===== src/rtl/lsu_pkg.sv =====
// Shared definitions for the load/store unit.
// Holds the memory-operation codes, the controller state encodings, the
// RV32I funct3 size codes and the access classifier used at issue time.
package lsu_pkg;

  // mem_op codes from the execute stage
  localparam logic [1:0] MEM_NONE  = 2'b00;
  localparam logic [1:0] MEM_LOAD  = 2'b01;
  localparam logic [1:0] MEM_STORE = 2'b10;
  localparam logic [1:0] MEM_ILL   = 2'b11;

  // controller states
  localparam logic [1:0] ST_IDLE   = 2'd0;
  localparam logic [1:0] ST_ACCESS = 2'd1;
  localparam logic [1:0] ST_RESP   = 2'd2;

  // funct3 size/sign codes
  localparam logic [2:0] SZ_B  = 3'b000;
  localparam logic [2:0] SZ_H  = 3'b001;
  localparam logic [2:0] SZ_W  = 3'b010;
  localparam logic [2:0] SZ_BU = 3'b100;
  localparam logic [2:0] SZ_HU = 3'b101;

  typedef enum logic [1:0] {
    CLS_MEM      = 2'd0,  // legal, aligned, goes to memory
    CLS_NONE     = 2'd1,  // no operation, completes without memory
    CLS_MISALIGN = 2'd2,
    CLS_ILLEGAL  = 2'd3
  } cls_e;

  // Illegal checks take priority over alignment checks.
  function automatic cls_e classify(input logic [1:0] op,
                                    input logic [2:0] f3,
                                    input logic [1:0] off);
    cls_e c;
    c = CLS_MEM;
    if (op == MEM_NONE)
      c = CLS_NONE;
    else if (op == MEM_ILL)
      c = CLS_ILLEGAL;
    else if (op == MEM_LOAD && (f3 == 3'b011 || f3 == 3'b110 || f3 == 3'b111))
      c = CLS_ILLEGAL;
    else if (op == MEM_STORE && f3[2])
      c = CLS_ILLEGAL;
    else if (f3[1:0] == 2'b01 && off[0])
      c = CLS_MISALIGN;
    else if (f3[1] && off != 2'b00)
      // word-sized accesses must be 4-byte aligned
      c = CLS_MISALIGN;
    return c;
  endfunction

endpackage


===== src/rtl/lsu_align.sv =====
// Byte-lane steering for the load/store unit (purely combinational).
// Store side: byte offset + size -> byte enables and lane-replicated data.
// Load side:  read word + byte offset + funct3 -> extended load result.
// Ports:
//   st_off_i     byte offset of the store address
//   st_funct3_i  store size code
//   st_data_i    rs2 value
//   st_be_o      byte enables
//   st_wdata_o   replicated write data
//   ld_rdata_i   word returned by memory
//   ld_off_i     byte offset of the load address
//   ld_funct3_i  load size/sign code
//   ld_data_o    sign/zero extended result
module lsu_align
  import lsu_pkg::*;
(
  input  logic [1:0]  st_off_i,
  input  logic [2:0]  st_funct3_i,
  input  logic [31:0] st_data_i,
  output logic [3:0]  st_be_o,
  output logic [31:0] st_wdata_o,
  input  logic [31:0] ld_rdata_i,
  input  logic [1:0]  ld_off_i,
  input  logic [2:0]  ld_funct3_i,
  output logic [31:0] ld_data_o
);

  logic [7:0]  ld_byte;
  logic [15:0] ld_half;

  always_comb begin
    st_be_o    = 4'b1111;
    st_wdata_o = st_data_i;
    case (st_funct3_i[1:0])
      2'b00: begin
        st_be_o    = 4'b0001 << st_off_i;
        st_wdata_o = {4{st_data_i[7:0]}};
      end
      2'b01: begin
        st_be_o    = st_off_i[1] ? 4'b1100 : 4'b0011;
        st_wdata_o = {2{st_data_i[15:0]}};
      end
      default: begin
        st_be_o    = 4'b1111;
        st_wdata_o = st_data_i;
      end
    endcase
  end

  assign ld_byte = ld_rdata_i[{ld_off_i, 3'b000} +: 8];
  assign ld_half = ld_rdata_i[{ld_off_i[1], 4'b0000} +: 16];

  always_comb begin
    ld_data_o = ld_rdata_i;
    case (ld_funct3_i)
      SZ_B:    ld_data_o = {{24{ld_byte[7]}}, ld_byte};
      SZ_BU:   ld_data_o = {24'd0, ld_byte};
      SZ_H:    ld_data_o = {{16{ld_half[15]}}, ld_half};
      SZ_HU:   ld_data_o = {16'd0, ld_half};
      default: ld_data_o = ld_rdata_i;
    endcase
  end

endmodule


===== src/rtl/lsu.sv =====
// Load/store unit between execute and memory.
// Takes the ALU result as byte address and rs2 as store data, runs one
// req/ack transaction on a word-wide data port, and returns the formatted
// load result with a one-cycle done pulse. Misaligned and illegal accesses
// complete without touching memory and raise fault.
// Ports:
//   clk, rst            clock, asynchronous active-high reset
//   start               issue strobe (only accepted while idle)
//   mem_op, funct3      operation and size/sign
//   alu_result          effective byte address
//   store_data          rs2
//   busy, done          stall indication, completion pulse
//   load_data           result, held between completions
//   fault, fault_cause  rejected access (0 misaligned, 1 illegal)
//   dmem_*              data-memory request/response port
module lsu
  import lsu_pkg::*;
(
  input  logic        clk,
  input  logic        rst,
  input  logic        start,
  input  logic [1:0]  mem_op,
  input  logic [2:0]  funct3,
  input  logic [31:0] alu_result,
  input  logic [31:0] store_data,
  output logic        busy,
  output logic        done,
  output logic [31:0] load_data,
  output logic        fault,
  output logic        fault_cause,
  output logic        dmem_req,
  output logic        dmem_we,
  output logic [31:0] dmem_addr,
  output logic [3:0]  dmem_be,
  output logic [31:0] dmem_wdata,
  input  logic        dmem_ack,
  input  logic [31:0] dmem_rdata
);

  logic [1:0]  state_q, state_d;
  // Set for accesses that skip memory: they spend one extra cycle in RESP
  // so their start->done latency matches a zero-wait memory access.
  logic        pend_q;
  logic [1:0]  op_q;
  logic [2:0]  f3_q;
  logic [1:0]  off_q;
  logic        fault_q;
  logic        cause_q;
  logic [31:0] load_data_q;
  logic        req_q;
  logic        we_q;
  logic [31:0] addr_q;
  logic [3:0]  be_q;
  logic [31:0] wdata_q;

  cls_e        cls;
  logic [3:0]  st_be;
  logic [31:0] st_wdata;
  logic [31:0] ld_fmt;

  assign cls = classify(mem_op, funct3, alu_result[1:0]);

  // Store lanes come from the live issue inputs; load formatting uses the
  // latched offset/size so later input changes cannot disturb it.
  lsu_align u_align (
    .st_off_i    (alu_result[1:0]),
    .st_funct3_i (funct3),
    .st_data_i   (store_data),
    .st_be_o     (st_be),
    .st_wdata_o  (st_wdata),
    .ld_rdata_i  (dmem_rdata),
    .ld_off_i    (off_q),
    .ld_funct3_i (f3_q),
    .ld_data_o   (ld_fmt)
  );

  always_comb begin
    state_d = state_q;
    case (state_q)
      ST_IDLE:   if (start) state_d = (cls == CLS_MEM) ? ST_ACCESS : ST_RESP;
      ST_ACCESS: if (dmem_ack) state_d = ST_RESP;
      ST_RESP:   if (!pend_q) state_d = ST_IDLE;
      default:   state_d = ST_IDLE;
    endcase
  end

  always_ff @(posedge clk or posedge rst) begin
    if (rst) begin
      state_q     <= ST_IDLE;
      pend_q      <= 1'b0;
      op_q        <= MEM_NONE;
      f3_q        <= 3'd0;
      off_q       <= 2'd0;
      fault_q     <= 1'b0;
      cause_q     <= 1'b0;
      load_data_q <= 32'd0;
      req_q       <= 1'b0;
      we_q        <= 1'b0;
      addr_q      <= 32'd0;
      be_q        <= 4'd0;
      wdata_q     <= 32'd0;
    end else begin
      state_q <= state_d;
      case (state_q)
        ST_IDLE: begin
          if (start) begin
            op_q    <= mem_op;
            f3_q    <= funct3;
            off_q   <= alu_result[1:0];
            fault_q <= (cls == CLS_MISALIGN) || (cls == CLS_ILLEGAL);
            cause_q <= (cls == CLS_ILLEGAL);
            pend_q  <= (cls != CLS_MEM);
            if (cls == CLS_MEM) begin
              req_q   <= 1'b1;
              we_q    <= (mem_op == MEM_STORE);
              addr_q  <= {alu_result[31:2], 2'b00};
              be_q    <= (mem_op == MEM_STORE) ? st_be : 4'b1111;
              wdata_q <= (mem_op == MEM_STORE) ? st_wdata : 32'd0;
            end
          end
        end
        ST_ACCESS: begin
          if (dmem_ack) begin
            req_q       <= 1'b0;
            load_data_q <= (op_q == MEM_LOAD) ? ld_fmt : 32'd0;
          end
        end
        ST_RESP: begin
          if (pend_q) begin
            pend_q      <= 1'b0;
            load_data_q <= 32'd0;
          end
        end
        default: ;
      endcase
    end
  end

  assign done        = (state_q == ST_RESP) && !pend_q;
  assign busy        = (state_q != ST_IDLE) && !done;
  assign fault       = done && fault_q;
  assign fault_cause = done && fault_q && cause_q;
  assign load_data   = load_data_q;
  assign dmem_req    = req_q;
  assign dmem_we     = we_q;
  assign dmem_addr   = addr_q;
  assign dmem_be     = be_q;
  assign dmem_wdata  = wdata_q;

endmodule


===== config.mk =====
export PLATFORM = sky130hd
export DESIGN_NAME = lsu
export DESIGN_NICKNAME = d
export VERILOG_FILES = /design/src/rtl/lsu_pkg.sv /design/src/rtl/lsu_align.sv /design/src/rtl/lsu.sv
export SDC_FILE = /design/constraint.sdc
export NUM_CORES = 1
export LEC_CHECK = 0
export BUFFER_PORTS_ARGS = -buffer_cell sky130_fd_sc_hd__clkbuf_2
export CORE_ASPECT_RATIO = 1.4
export CORE_UTILIZATION = 48
export CTS_CLUSTER_DIAMETER = 80
export DETAILED_ROUTE_END_ITERATION = 10
export GPL_TIMING_DRIVEN = 0
export PLACE_DENSITY = 0.88
export SLEW_MARGIN = 20
export SYNTH_ARGS = -nofsm -noshare
export SYNTH_HDL_FRONTEND = slang
export SYNTH_SLANG_ARGS = --single-unit

===== constraint.sdc =====
create_clock -name clk -period 3.7 [get_ports clk]
set_input_delay 0.185 -clock clk [delete_from_list [all_inputs] [get_ports clk]]
set_output_delay 0.185 -clock clk [all_outputs]
set_load 0.03 [all_outputs]

======== Word-level counts from Yosys, hierarchy flattened ========
Cells that the tools add are included.
word-level totals
  bits in read-only memories .............. 0
  flip-flop bits (word level) ............. 112
  latch bits .............................. 0
  memory bits (writable) .................. 0
  memories kept ........................... 0
operators by class
  multipliers ............................. 0
  equal/unequal tests ..................... 20
  bitwise operators ....................... 0
  $add $sub $neg .......................... 0
  div/mod/pow operators ................... 0
  order comparisons ....................... 0
  muxes and demuxes ....................... 27
  reduce and logical (&&, ||, !) cells .... 30
  shift-type cells ........................ 3
operators with widths
  operator               number
  $mux W32               4
  $pmux W32 S2           2
  $pmux W32 S4           1
  $shiftx A32 B6 Y16     1
  $shiftx A32 B6 Y8      1
  $mux W2                10
  $eq A3 B3 Y1 const B   4
  $reduce_bool A2 Y1     6
  $eq A2 B2 Y1 const B   5
  $ne A2 B2 Y1 const B   5
  $reduce_and A3 Y1      3
  $eq A2 B1 Y1 const B   4
  $logic_and A1 B1 Y1    8
  $logic_not A2 Y1       4
  $mux W4                2
  $pmux W4 S2            1
  $pmux W2 S3            1
  $mux W1                4
  $pmux W1 S2            2
  $reduce_and A2 Y1      2
  $reduce_and A4 Y1      1
  $shl A1 B2 Y4 const A  1
  $eq A3 B1 Y1 const B   1
  $eq A3 B2 Y1 const B   1
  3 further kinds        6

======== Longest topological paths before layout ========
  depth after elaboration ................. 12
  mapped depth ............................ 6
  depth with buffers taken out ............ 4

======== By module ========
From an unflattened synthesis, not the netlist that was laid out.
unflattened totals
  cell total of the unflattened synthesis .. 539
  area total of the unflattened synthesis .. 5631.7 um2
modules (own cells, without submodules)
  module     cells an instance  times used  area each (um2)
  lsu        362                1           4408.0
  lsu_align  177                1           1223.7

======== Worst setup path before layout ========
OpenSTA, ideal clock, no wires.
  kind .................................... register to register
  start point ............................. register state_q[1]
  end point ............................... register addr_q[10], in the netlist dmem_addr[10]
  setup time .............................. 0.125 ns
  arrival time ............................ 1.658 ns
  data required time ...................... 3.575 ns
  slack ................................... 1.918 ns
  cell stages (with the launch flop) ...... 6
  buffers on the path ..................... 1
  cells stage by stage .................... dfrtp_1 -> nor3b_4 -> nand2_1 -> nor3_4 -> buf_4 -> mux2_2
on the way
  longest elaborated chain between the ends .. 2
RTL lines
  what                                line        source
  start, declared                     lsu.sv:40   logic [1:0] state_q, state_d;
  start signal, assigned              lsu.sv:103  state_q <= state_d;
  $logic_not A2 Y1                    lsu.sv:104  case (state_q)
  $reduce_and A3 Y1 (no source line)  --
  end signal, assigned                lsu.sv:116  addr_q <= {alu_result[31:2], 2'b00};
  end, declared                       lsu.sv:52   logic [31:0] addr_q;
Every way passes these cells.
A chain may end at the register's enable or synchronous reset.

======== Worst setup path after layout ========
  start point ............................. register state_q[1]
  end point ............................... register load_data_q[19], in the netlist load_data[19]
on the way
  longest elaborated chain between the ends .. 3
RTL lines
  what                                                                 line        source
  $eq A2 B2 Y1 or $eq A2 B1 Y1 (tied branches)                         lsu.sv:104
  $ne A2 B2 Y1 (no source line) or $reduce_bool A2 Y1 (tied branches)  --
  $reduce_and A3 Y1 (no source line)                                   --
  end signal, assigned                                                 lsu.sv:125  load_data_q <= (op_q == MEM_LOAD) ? ld_fmt : 32'd0;
  end, declared                                                        lsu.sv:49   logic [31:0] load_data_q;
Parallel ways exist; a longest one is shown, timed or not.

==> results.json <==
{
  "synth_compound_area_share_pct": 19.5,
  "ios": 211,
  "fmax_mhz": 458,
  "via_count": 4578,
  "clkPwrFrac_pct": 18.6,
  "fin_ws_ns": 1.52,
  "dpl-instance-area_um2": 6430,
  "diodes": 0,
  "yosys.cell_types.count": 49,
  "start_util_pct": 49.5,
  "synth_fa_ha_area_share_pct": 0,
  "antenna_found_initial": 0,
  "status": "finished, final reports clean",
  "row_count": 44,
  "avgSynthCellArea_um2": 11.6,
  "path_delay_family": "simple AND/OR/NAND/NOR gates",
  "critical_path.n_buffers_inverters": 1,
  "clk-insertion-delay-late_ns": 0.35,
  "drv_cap": 0,
  "port_buffers": 208,
  "slowest_delay_ns": 0.50,
  "timing.slew.headroom_pct": 44.2,
  "wire_per_inst_um": 18.1,
  "synth.largest_area_cell": "dfrtp_1",
  "synth_xor_area_share_pct": 0,
  "grt.overflow.total": 0,
  "clkSlewWorstSetupHoldPaths_ns": 0.08,
  "drt_iter0_drc": 191,
  "grt_pass1_wl_mm": 23.3,
  "irDropWorstVdd_v": 0.000509,
  "hp-class": "input pin to flop",
  "r2r-start": "state_q[1]$_DFFE_PP0P_",
  "netlist_instances": 448,
  "h-tree-depth": 3,
  "finalHoldViolCount": 0,
  "worstPathRequired_ns": 3.98,
  "grt_pass1_vias": 4878,
  "area_growth_pct": 30.1,
  "finalInstanceArea_um2": 6740,
  "rsz0062_at_grt": "false",
  "setup_violations": 0,
  "clock_skew_ns": 0.00720,
  "clock-root-buffer": "clkbuf_16",
  "yosys-mux-area-fraction_pct": 12.2,
  "cp.arrival_ns": 2.46,
  "p_int_mw": 2.90,
  "postCtsHoldBufs": 1,
  "crit_fanout": 10,
  "r2r_slack_ns": 1.52,
  "core_um2": 10500,
  "syn_area_um2": 5180,
  "post_cts_resized": 0,
  "rr_endpoint": "load_data[19]$_DFFE_PP0P_",
  "synth-edff-count": 0,
  "grt_util_all_layers_pct": 26.6,
  "worstSetupStartpoint": "state_q[1]$_DFFE_PP0P_",
  "maxSlewViolCount": 0,
  "synth_top_area_share_pct": 54.1,
  "grt_max_degree": 61,
  "cts_buffer_depth": 2,
  "fin_nets": 775,
  "synthSimpleGateAreaFrac_pct": 10.1,
  "die_h_um": 125,
  "crit_path_top_delay_cell": "nor3_2",
  "endpoint": "load_data[19]$_DFFE_PP0P_",
  "p_leak_nw": 3.41,
  "ys_ff_latch": 112,
  "seqPwrFrac_pct": 36.6,
  "finalCriticalPeriod_ns": 2.18,
  "synthTopCellsByArea": "dfrtp_1 54%, mux2_2 6.5%, mux2i_1 5.2%",
  "worstSetupPathType": "flop to flop",
  "drtPass1Iterations": 5,
  "cts_tree": "built",
  "ant_nets": 0,
  "synth_top_family_by_area": "compound AO/OA/AOI/OAI gates",
  "synth_ff_type": "dfrtp_1",
  "crit_cells": 5,
  "p_sw_share_pct": 44.2,
  "cp-end-kind": "flop",
  "gp_congestion": 0.911,
  "route.detailed.drc": 0,
  "vias_per_cell": 5.63,
  "totalWireLength_mm": 14.7,
  "critPathLaunchType": "flop",
  "drive_above_1_share_pct": 41.8,
  "min_period_over_period_pct": 59.0,
  "crit_chain": "nand3b_1 -> nor3_2 -> o2111a_1 -> buf_4 -> a221o_1",
  "dp_slack_ns": 1.56,
  "synth_seq_area_share_pct": 54.1,
  "timing.reg2reg.worst_path_depth": 5,
  "chipWidth_um": 89.8,
  "yosysWarnings": 0,
  "hpwl_mm": 11.6,
  "p_comb_share_pct": 44.8,
  "tightestPinTransition_ns": 0.833,
  "cts.sinks": 112,
  "cts_buffers": 9,
  "die_area_um2": 11200,
  "powerDensity_nw_per_um2": 771,
  "ys_async_sr_fraction_pct": 100,
  "switchingPower_mw": 2.30,
  "cts_setup_buffers": 0
}
per-stage QoR:
step	cells	util [%]	total power, mW	setup TNS, ns	hold WS, ns
floorplan	449	-	3.48	0	0.290
global placement	795	61.2	4.16	-52.54	0.399
detailed placement	796	61.5	4.25	0	0.285
CTS	813	64.4	5.21	0	0.0260
global route	813	64.4	5.44	0	0.0520
finish	813	64.4	5.19	0	0.0360
power groups by stage:
| stage | Combinational, mW | Sequential, mW | Clock (mW) |
|---|---|---|---|
| 2_1_floorplan | 0.901 | 2.58 | 0 |
| 3_3_place_gp | 2.27 | 1.89 | 0 |
| 3_5_place_dp | 2.33 | 1.91 | 0 |
| 4_1_cts | 2.33 | 1.90 | 0.982 |
| 5_1_grt | 2.46 | 1.95 | 1.03 |
| 6_report | 2.33 | 1.90 | 0.966 |
layout make-up:
class / instances / area (µm²)
fillers: 864 / 3720
flip-flops and latches: 112 / 2800
multi-input cells: 296 / 2180
repair buffers: 210 / 1080
clock buffers: 9 / 225
well taps: 138 / 173
plain buffers: 32 / 171
clock inverters: 7 / 72.6
inverters: 9 / 38.8
worst min path at each step:
| stage | end | slack [ns] | cells past startpoint | from |
|---|---|---|---|---|
| floorplan | off_q[0]$_DFFE_PP0P_ | 0.29 | 2 | alu_result[0] |
| global placement | state_q[0]$_DFFE_PP0P_ | 0.40 | 2 | dmem_ack |
| detailed placement | dmem_addr[16]$_DFFE_PP0P_ | 0.29 | 2 | rst |
| CTS | state_q[0]$_DFFE_PP0P_ | 0.03 | 2 | dmem_ack |
| global route | dmem_addr[15]$_DFFE_PP0P_ | 0.05 | 2 | alu_result[15] |
| finish | state_q[0]$_DFFE_PP0P_ | 0.04 | 2 | dmem_ack |
metal layers:
metal	vias up	global-route usage, %	wire length, µm
met4	0	13.7	530
met5	-	0	0
met1	2220	28.0	5320
met2	228	49.1	7900
li1	2095	-	-
met3	35	5.92	943
worst reg2reg max path, cell delays in order, from the launching register on:
cell and delay [ns]:
dfrtp_1 0.47, nand3b_1 0.31, nor3_2 0.50, o2111a_1 0.48, buf_4 0.24, a221o_1 0.13
cells by family (layout without fill, tap and decap cells):
group / Yosys count / after routing
other cells: 1 / 2
mux: 58 / 58
buf+inv: 41 / 267
flops: 112 / 112
simple gates: 99 / 99
compound gates: 137 / 137
cells in the mapped netlist (6+ instances only):
| cell type | instances |
|---|---|
| a211o_1 | 6 |
| nand2b_1 | 8 |
| a21oi_1 | 22 |
| a22o_1 | 8 |
| o2bb2ai_1 | 24 |
| and3b_1 | 6 |
| dfrtp_1 | 112 |
| inv_1 | 9 |
| nor2_1 | 25 |
| nand2_1 | 32 |
| o21ai_0 | 30 |
| mux2i_1 | 27 |
| clkbuf_1 | 14 |
| a221o_1 | 18 |
| mux2_2 | 30 |
| buf_4 | 8 |
sequential cells by signal, summed over array words and instances, names as in the netlist:
signal	flops
fault_q	1
op_q	2
dmem_we	1
dmem_req	1
pend_q	1
load_data	32
state_q	2
cause_q	1
dmem_wdata	32
dmem_be	4
dmem_addr	30
f3_q	3
off_q	2
placed cells by master, fill, tap and decap left out, types with 5 or more instances in the layout:
| master | instances |
|---|---|
| mux2_2 | 30 |
| nand2_1 | 32 |
| a221o_1 | 18 |
| inv_1 | 8 |
| buf_4 | 8 |
| clkbuf_2 | 208 |
| nor3_1 | 5 |
| o2bb2ai_1 | 24 |
| clkbuf_16 | 9 |
| buf_2 | 5 |
| and3b_1 | 6 |
| nand2b_1 | 8 |
| nor2_1 | 25 |
| clkbuf_1 | 14 |
| o21a_1 | 5 |
| a211o_1 | 6 |
| a22oi_1 | 5 |
| a21oi_1 | 22 |
| o21ai_0 | 30 |
| dfrtp_1 | 112 |
| a22o_1 | 8 |
| mux2i_1 | 27 |
Note: power is estimated with default switching activity, not from simulation.
